### src/rtl/led_pkg.sv
// rtl/led_pkg.sv - shared encodings and board constants for the LED pattern blocks
package led_pkg;

    typedef enum logic [1:0] {
        MODE_ROT_L  = 2'd0,
        MODE_ROT_R  = 2'd1,
        MODE_BOUNCE = 2'd2,
        MODE_FILL   = 2'd3
    } mode_e;

    typedef enum logic {
        DIR_LEFT  = 1'b0,
        DIR_RIGHT = 1'b1
    } dir_e;

    localparam int unsigned CLK_RUNBER_HZ = 12_000_000;
    localparam int unsigned CLK_POCKET_HZ = 50_000_000;

endpackage

### src/rtl/led_tick_gen.sv
// rtl/led_tick_gen.sv - programmable period counter emitting a one-cycle tick
// Load restarts the count with a new period; hold freezes it without losing the partial period.
module led_tick_gen #(
    parameter int unsigned         PERIOD_W     = 26,
    parameter logic [PERIOD_W-1:0] RESET_PERIOD = '1
) (
    input  logic                clk,
    input  logic                rst,
    input  logic                i_load,
    input  logic [PERIOD_W-1:0] i_period,
    input  logic                i_hold,
    output logic                o_tick
);

    logic [PERIOD_W-1:0] r_period;
    logic [PERIOD_W-1:0] r_cnt;
    logic                w_wrap;

    assign w_wrap = (r_cnt == r_period);

    always_ff @(posedge clk) begin
        if (rst) begin
            r_period <= RESET_PERIOD;
            r_cnt    <= '0;
        end else if (i_load) begin
            r_period <= i_period;
            r_cnt    <= '0;
        end else if (!i_hold) begin
            r_cnt    <= w_wrap ? '0 : r_cnt + PERIOD_W'(1);
        end
    end

    // The tick marks the cycle whose closing edge performs the step.
    assign o_tick = w_wrap && !i_hold && !i_load;

endmodule

### src/rtl/led_pattern_engine.sv
// rtl/led_pattern_engine.sv - four-pattern LED bank driver with programmable step period
// Pattern next-state logic lives here; timing comes from led_tick_gen.
module led_pattern_engine
    import led_pkg::*;
#(
    parameter int unsigned         LED_NUM        = 8,
    parameter int unsigned         CLK_FREQ_HZ    = CLK_RUNBER_HZ,
    parameter int unsigned         PERIOD_W       = 26,
    parameter logic [PERIOD_W-1:0] DEFAULT_PERIOD = PERIOD_W'(CLK_FREQ_HZ / 2 - 1)
) (
    input  logic                clk,
    input  logic                rst,
    input  logic [1:0]          mode_i,
    input  logic [PERIOD_W-1:0] period_i,
    input  logic                cfg_load,
    input  logic                pause,
    output logic [LED_NUM-1:0]  led,
    output logic                step_pulse
);

    localparam logic [LED_NUM-1:0] LED_LSB = LED_NUM'(1);
    localparam logic [LED_NUM-1:0] LED_MSB = {1'b1, {(LED_NUM-1){1'b0}}};

    mode_e              r_mode;
    dir_e               r_dir;
    logic [LED_NUM-1:0] r_led;
    logic               r_step;

    logic               w_tick;
    logic [LED_NUM-1:0] w_seed;
    logic [LED_NUM-1:0] w_shl;
    logic [LED_NUM-1:0] w_shr;
    logic [LED_NUM-1:0] w_led_next;
    dir_e               w_dir_next;

    led_tick_gen #(
        .PERIOD_W     (PERIOD_W),
        .RESET_PERIOD (DEFAULT_PERIOD)
    ) u_tick (
        .clk      (clk),
        .rst      (rst),
        .i_load   (cfg_load),
        .i_period (period_i),
        .i_hold   (pause),
        .o_tick   (w_tick)
    );

    always_comb begin
        w_seed = LED_LSB;
        case (mode_e'(mode_i))
            MODE_ROT_L:  w_seed = LED_LSB;
            MODE_ROT_R:  w_seed = LED_MSB;
            MODE_BOUNCE: w_seed = LED_LSB;
            MODE_FILL:   w_seed = '0;
            default:     w_seed = LED_LSB;
        endcase
    end

    assign w_shl = {r_led[LED_NUM-2:0], 1'b0};
    assign w_shr = {1'b0, r_led[LED_NUM-1:1]};

    // Bounce flips direction on reaching an end so the end LED is never shown twice.
    always_comb begin
        w_led_next = r_led;
        w_dir_next = r_dir;
        case (r_mode)
            MODE_ROT_L: w_led_next = {r_led[LED_NUM-2:0], r_led[LED_NUM-1]};
            MODE_ROT_R: w_led_next = {r_led[0], r_led[LED_NUM-1:1]};
            MODE_BOUNCE: begin
                if (r_dir == DIR_LEFT) begin
                    w_led_next = w_shl;
                    w_dir_next = w_shl[LED_NUM-1] ? DIR_RIGHT : DIR_LEFT;
                end else begin
                    w_led_next = w_shr;
                    w_dir_next = w_shr[0] ? DIR_LEFT : DIR_RIGHT;
                end
            end
            MODE_FILL: w_led_next = (&r_led) ? '0 : {r_led[LED_NUM-2:0], 1'b1};
            default:   w_led_next = r_led;
        endcase
    end

    always_ff @(posedge clk) begin
        if (rst) begin
            r_mode <= MODE_ROT_L;
            r_dir  <= DIR_LEFT;
            r_led  <= LED_LSB;
            r_step <= 1'b0;
        end else if (cfg_load) begin
            r_mode <= mode_e'(mode_i);
            r_dir  <= DIR_LEFT;
            r_led  <= w_seed;
            r_step <= 1'b0;
        end else if (w_tick) begin
            r_dir  <= w_dir_next;
            r_led  <= w_led_next;
            r_step <= 1'b1;
        end else begin
            r_step <= 1'b0;
        end
    end

    assign led        = r_led;
    assign step_pulse = r_step;

endmodule

### config.mk
export PLATFORM = sky130hd
export DESIGN_NAME = led_pattern_engine
export DESIGN_NICKNAME = d
export VERILOG_FILES = /design/src/rtl/led_pkg.sv /design/src/rtl/led_tick_gen.sv /design/src/rtl/led_pattern_engine.sv
export SDC_FILE = /design/constraint.sdc
export NUM_CORES = 1
export LEC_CHECK = 0
export ABC_AREA = 0
export BUFFER_PORTS_ARGS = -buffer_cell sky130_fd_sc_hd__buf_2
export CAP_MARGIN = 20
export CORE_ASPECT_RATIO = 0.75
export CORE_MARGIN = 2
export CORE_UTILIZATION = 37
export CTS_BUF_LIST = sky130_fd_sc_hd__clkbuf_4 sky130_fd_sc_hd__clkbuf_8
export CTS_CLUSTER_DIAMETER = 200
export DETAILED_ROUTE_END_ITERATION = 8
export HOLD_SLACK_MARGIN = 0.1
export PLACE_DENSITY = 0.55
export SLEW_MARGIN = 10
export SYNTH_ARGS = -nofsm -noshare
export SYNTH_HDL_FRONTEND = slang
export SYNTH_SLANG_ARGS = --single-unit
### constraint.sdc
create_clock -name clk -period 3.3 [get_ports clk]
set_input_delay 0.66 -clock clk [delete_from_list [all_inputs] [get_ports clk]]
set_output_delay 0.66 -clock clk [all_outputs]
set_load 0.01 [all_outputs]
After elaboration in Yosys (flattened, before gate mapping)
Cells that the tools add are included.
{"block": "totals", "input_bits": 32, "out_inout_bits": 9, "reg_bits": 64}
{"block": "classes", "add_sub_neg": 1, "n_mux": 11, "n_reduce_logical": 11, "n_eq_ne": 7}
{"operator": "two-way mux 8 bit", "n": 4}
{"operator": "one-hot mux 8 bit (4 select lines)", "n": 1}
{"operator": "adder 26 x 1 -> 26 bit, second input constant", "n": 1}
{"operator": "equality test 26 bit", "n": 1}
{"operator": "two-way mux 26 bit", "n": 1}
{"operator": "one-hot mux 8 bit (3 select lines)", "n": 1}
{"operator": "equality test 2 bit, second input constant", "n": 4}
{"operator": "AND reduction 8 bit", "n": 1}
{"operator": "equality test 2 x 1 -> 1 bit, second input constant", "n": 2}
{"operator": "logical NOT 2 bit", "n": 2}
{"operator": "two-way mux 1 bit", "n": 4}
{"operator": "OR reduction 2 bit", "n": 2}
{"operator": "logical AND 1 bit", "n": 2}
{"operator": "logical NOT 1 bit", "n": 2}
{"operator": "AND reduction 2 bit", "n": 1}
{"operator": "nonzero test 2 bit", "n": 1}

Logic depth before layout (Yosys ltp)
{"block": "depth", "depth_word": 5, "depth_mapped": 7}

By module
A second synthesis with hierarchy kept.
{"block": "hier_totals", "hier_cells": 360, "hier_area_um2": 3358.2}
{"mod": "led_tick_gen", "cells_each": 268, "n_inst": 1, "area_per_inst_um2": 2598.7}
{"mod": "led_pattern_engine", "cells_each": 92, "n_inst": 1, "area_per_inst_um2": 759.5}

Worst setup path before layout
Ideal clock, no wire load.
{"block": "synth_path", "path_type": "input port to flip-flop", "from": "input port pause", "to": "register u_tick.r_cnt[21]", "stages": 5, "slack_ns": 1.461, "path_buffers": 0, "required_time_ns": 3.185, "t_arrival_ns": 1.724, "path_cell_list": "nand4b_4 > or3b_2 > nor3_1 > xnor2_1 > nor2_1"}
{"element": "start, declared", "line": "led_pattern_engine.sv:16", "source": "input logic pause,"}
{"element": "end signal, assigned", "line": "led_tick_gen.sv:29", "source": "r_cnt <= w_wrap ? '0 : r_cnt + PERIOD_W'(1);"}
{"element": "end, declared", "line": "led_tick_gen.sv:16", "source": "logic [PERIOD_W-1:0] r_cnt;"}

Final worst setup path
{"block": "layout_path", "from": "register u_tick.r_cnt[10]", "to": "register u_tick.r_cnt[19]"}
{"block": "layout_between", "elab_chain_cells": 2, "elab_cells_between_ends": 3}
{"element": "adder 26 x 1 -> 26 bit / equality test 26 bit (equally long branches)", "line": "led_tick_gen.sv:29, led_tick_gen.sv:19"}
{"element": "two-way mux 26 bit *", "line": "led_tick_gen.sv:29"}
Every way passes the cells marked *; elsewhere a longest branch is shown, timed or not.
A chain may end at the register's enable or synchronous reset.

==> impl_metrics.py <==
metrics = {
    "grt": {
        "antenna_found_initial": 0,
        "grt_usage": 0.1679,
        "grt_pass1_wl_um": 11650,
        "grt_max_degree": 27,
        "grt_pass1_vias": 2215,
        "grt_overflow": 0,
    },
    "yosys": {
        "ys_ff_latch": 64,
        "synth_area_leader_cell": "dfxtp_1",
        "yosysMostFrequentCell": "dfxtp_1",
        "syn-num-nets": 367,
        "synth_edf_count": 0,
        "synth_top_area_share": 0.4178,
        "synth.avg_cell_area_um2": 9.182,
        "synth_common_cells": "dfxtp_1, nor2_1, mux2i_1",
        "yosysSeqAreaShare": 0.4178,
        "postSynthCellCount": 334,
        "synth_ff_type": "dfxtp_1",
        "ys_top_cells_by_area": "dfxtp_1, mux2i_1, xor2_1",
        "yosysUniqueCellTypes": 45,
        "ys.warnings.count": 0,
        "synthArstFlopShare": 0,
        "syn_area_um2": 3067,
    },
    "place": {
        "gp_congestion": 0.7944,
        "dp_hpwl_um": 5194,
        "placed_cell_area_um2": 3344,
        "portBuffers": 40,
        "placed_cells_incl_taps": 469,
    },
    "timing": {
        "tightestPinTransition_ns": 0.5687,
        "relSlewSlack": 0.6204,
        "final_hold_viol_count": 0,
        "timing.fmax_mhz": 454.2,
        "fin_tns_setup_ns": 0,
        "setup_violations": 0,
        "rsz0062_at_grt": "no",
        "clock_skew_ns": 0.007709,
        "drv_slew": 0,
        "period_share": 0.6672,
        "fin_crit_ns": 2.202,
    },
    "detailed_routing": {
        "first_pass_iters": 5,
        "route.detailed.drc": 0,
        "drtIter0Drc": 95,
        "routedWlPerCell_um": 14.45,
        "vias_per_cell": 5.014,
        "wl_um": 6994,
        "ant_nets": 0,
        "vias": 2427,
    },
    "die": {
        "core_um2": 7953,
        "num_rows": 28,
        "die_h_um": 82.85,
        "start_util": 0.3856,
        "fp.dieW_um": 109.1,
        "ioPinCount": 41,
        "die-area_um2": 9040,
    },
    "clock_network": {
        "insertion_delay_ns": 0.34,
        "cts.sinks": 64,
        "numCtsBuffers": 9,
        "cts_max_path_buffers": 2,
        "post_cts_resized": 0,
        "cts_tree": "built",
        "root_buffer": "clkbuf_8",
        "postCtsSetupBuffers": 0,
        "cts_max_level": 3,
        "cts_hold_buffers": 0,
        "clk_pin_slew_ns": 0.07,
    },
    "outcome": {
        "status": "finished clean",
    },
    "setup_path": {
        "r2r-end": "u_tick.r_cnt[19]$_SDFFE_PP0N_",
        "cp_cell_sequence": "xor2_1 > nor4_1 > nand3_1 > o31ai_4 > buf_4 > nor2_1",
        "path_class": "flip-flop to flip-flop",
        "start_kind": "flip-flop",
        "r2r_start": "u_tick.r_cnt[10]$_SDFFE_PP0N_",
        "crit_path_top_delay_cell": "nor4_1",
        "critPathMaxStageDelay_ns": 0.42,
        "cp_data_arrival_time_ns": 2.42,
        "r2r_slack_ns": 1.10,
        "cp.required_ns": 3.52,
        "crit_fanout": 26,
        "r2r_cells": 6,
        "critPathCaptureType": "flip-flop",
    },
    "layout": {
        "fillers": 811,
        "multiInputGateArea_um2": 1638,
        "register_area_um2": 1281,
        "insertedDiodeCount": 0,
        "nNetsFinal": 408,
        "syn2layout_area_growth_pct": 16.36,
        "layout-drive-gt1-share": 0.1768,
        "stdcell_count": 484,
        "final_area_um2": 3568,
    },
    "worst_hold_path": {
        "min_path_type": "flip-flop to flip-flop",
        "holdPathStages": 2,
        "hold_path_end": "u_tick.r_period[5]$_SDFFE_PP1P_",
        "min-delay-start": "u_tick.r_period[5]$_SDFFE_PP1P_",
    },
    "flow_run": {
        "drv_cap": 0,
    },
    "pwr": {
        "power_density_nw_per_um2": 474.6,
        "ir_drop_uv": 219.3,
        "p_total_mw": 1.694,
        "power.leakage_nw": 1.480,
    },
}
[worst max-delay path by stage]
stage,cells past startpoint,endpoint,from
floorplan,5,u_tick.r_cnt[21]$_SDFFE_PP0N_,pause
CTS,6,u_tick.r_cnt[19]$_SDFFE_PP0N_,u_tick.r_cnt[10]$_SDFFE_PP0N_
global placement,6,u_tick.r_cnt[0]$_SDFFE_PP0N_,pause
finish,6,u_tick.r_cnt[19]$_SDFFE_PP0N_,u_tick.r_cnt[10]$_SDFFE_PP0N_
detailed placement,6,u_tick.r_cnt[1]$_SDFFE_PP0N_,pause
global route,6,u_tick.r_cnt[19]$_SDFFE_PP0N_,u_tick.r_cnt[1]$_SDFFE_PP0N_
[report_power, final]
part	leakage [nW]	internal [mW]	switching, mW
Sequential	0.522	0.795	0.0230
Combinational	0.841	0.0527	0.0577
Clock	0.116	0.470	0.295
Total	1.48	1.32	0.375
[per-stage QoR]
step	hold WS [ns]	util	worst slack (ns)
finish	0.4984	0.4487	1.098
global route	0.5217	0.4487	0.8231
CTS	0.4969	0.4487	1.068
detailed placement	0.4794	0.4205	0.9414
global placement	0.4730	0.4205	0.9936
floorplan	0.4476	-	1.461
[logic make-up (layout without fill, tap and decap cells)]
| logic type | count (synthesis) | in the layout | synth area share |
|---|---|---|---|
| AND/OR/NAND/NOR | 133 | 133 | 0.2301 |
| flip-flops | 64 | 64 | 0.4178 |
| XOR/XNOR | 39 | 39 | 0.1114 |
| AO/OA/AOI/OAI | 35 | 35 | 0.09384 |
| buffers and inverters | 33 | 78 | 0.04814 |
| multiplexers | 29 | 29 | 0.09466 |
| adder cells (fa/ha/maj) | 1 | 1 | 0.004079 |
[placed cells by master (no fill, tap or decap), types with 6 or more instances in the layout]
cell / Yosys / routed
dfxtp_1: 64 / 64
nor2_1: 41 / 41
buf_2: 1 / 40
mux2i_1: 29 / 29
nand2_1: 25 / 25
xor2_1: 23 / 23
inv_1: 19 / 19
xnor2_1: 16 / 16
nand3_1: 13 / 13
clkbuf_8: 0 / 11
nand4_1: 8 / 8
nor3_1: 7 / 7
and3_1: 7 / 7
nand2b_1: 6 / 6
a22oi_1: 6 / 6
o22ai_1: 6 / 6
[flip-flops by register name, indices dropped and copies added, names as in the netlist]
register         flops
led                  8
r_dir                1
r_mode               2
step_pulse           1
u_tick.r_cnt        26
u_tick.r_period     26
[critical path: cells and delay by family, from the launching register on]
| family | cells | cell delay, ns |
|---|---|---|
| buf+inv | 1 | 0.36 |
| xor+xnor | 1 | 0.19 |
| flops | 1 | 0.35 |
| simple gates | 3 | 0.77 |
| compound gates | 1 | 0.39 |
[area by class of cell]
type | count | share of cell area
tap | 105 | 0.03682
clock inverter | 3 | 0.01823
timing repair buffer | 42 | 0.06031
clock buffer | 12 | 0.04453
inverter | 21 | 0.02209
multi-input combinational | 237 | 0.4590
sequential | 64 | 0.3590
[routing by layer]
metal / routed length, um / vias up / track usage
li1: - / 1249 / -
met1: 3734 / 1121 / 0.2585
met2: 2759 / 53 / 0.2146
met3: 431 / 4 / 0.06044
met4: 68 / 0 / 0.04662
met5: 0 / - / 0
Note: power is estimated with default switching activity, not from simulation.
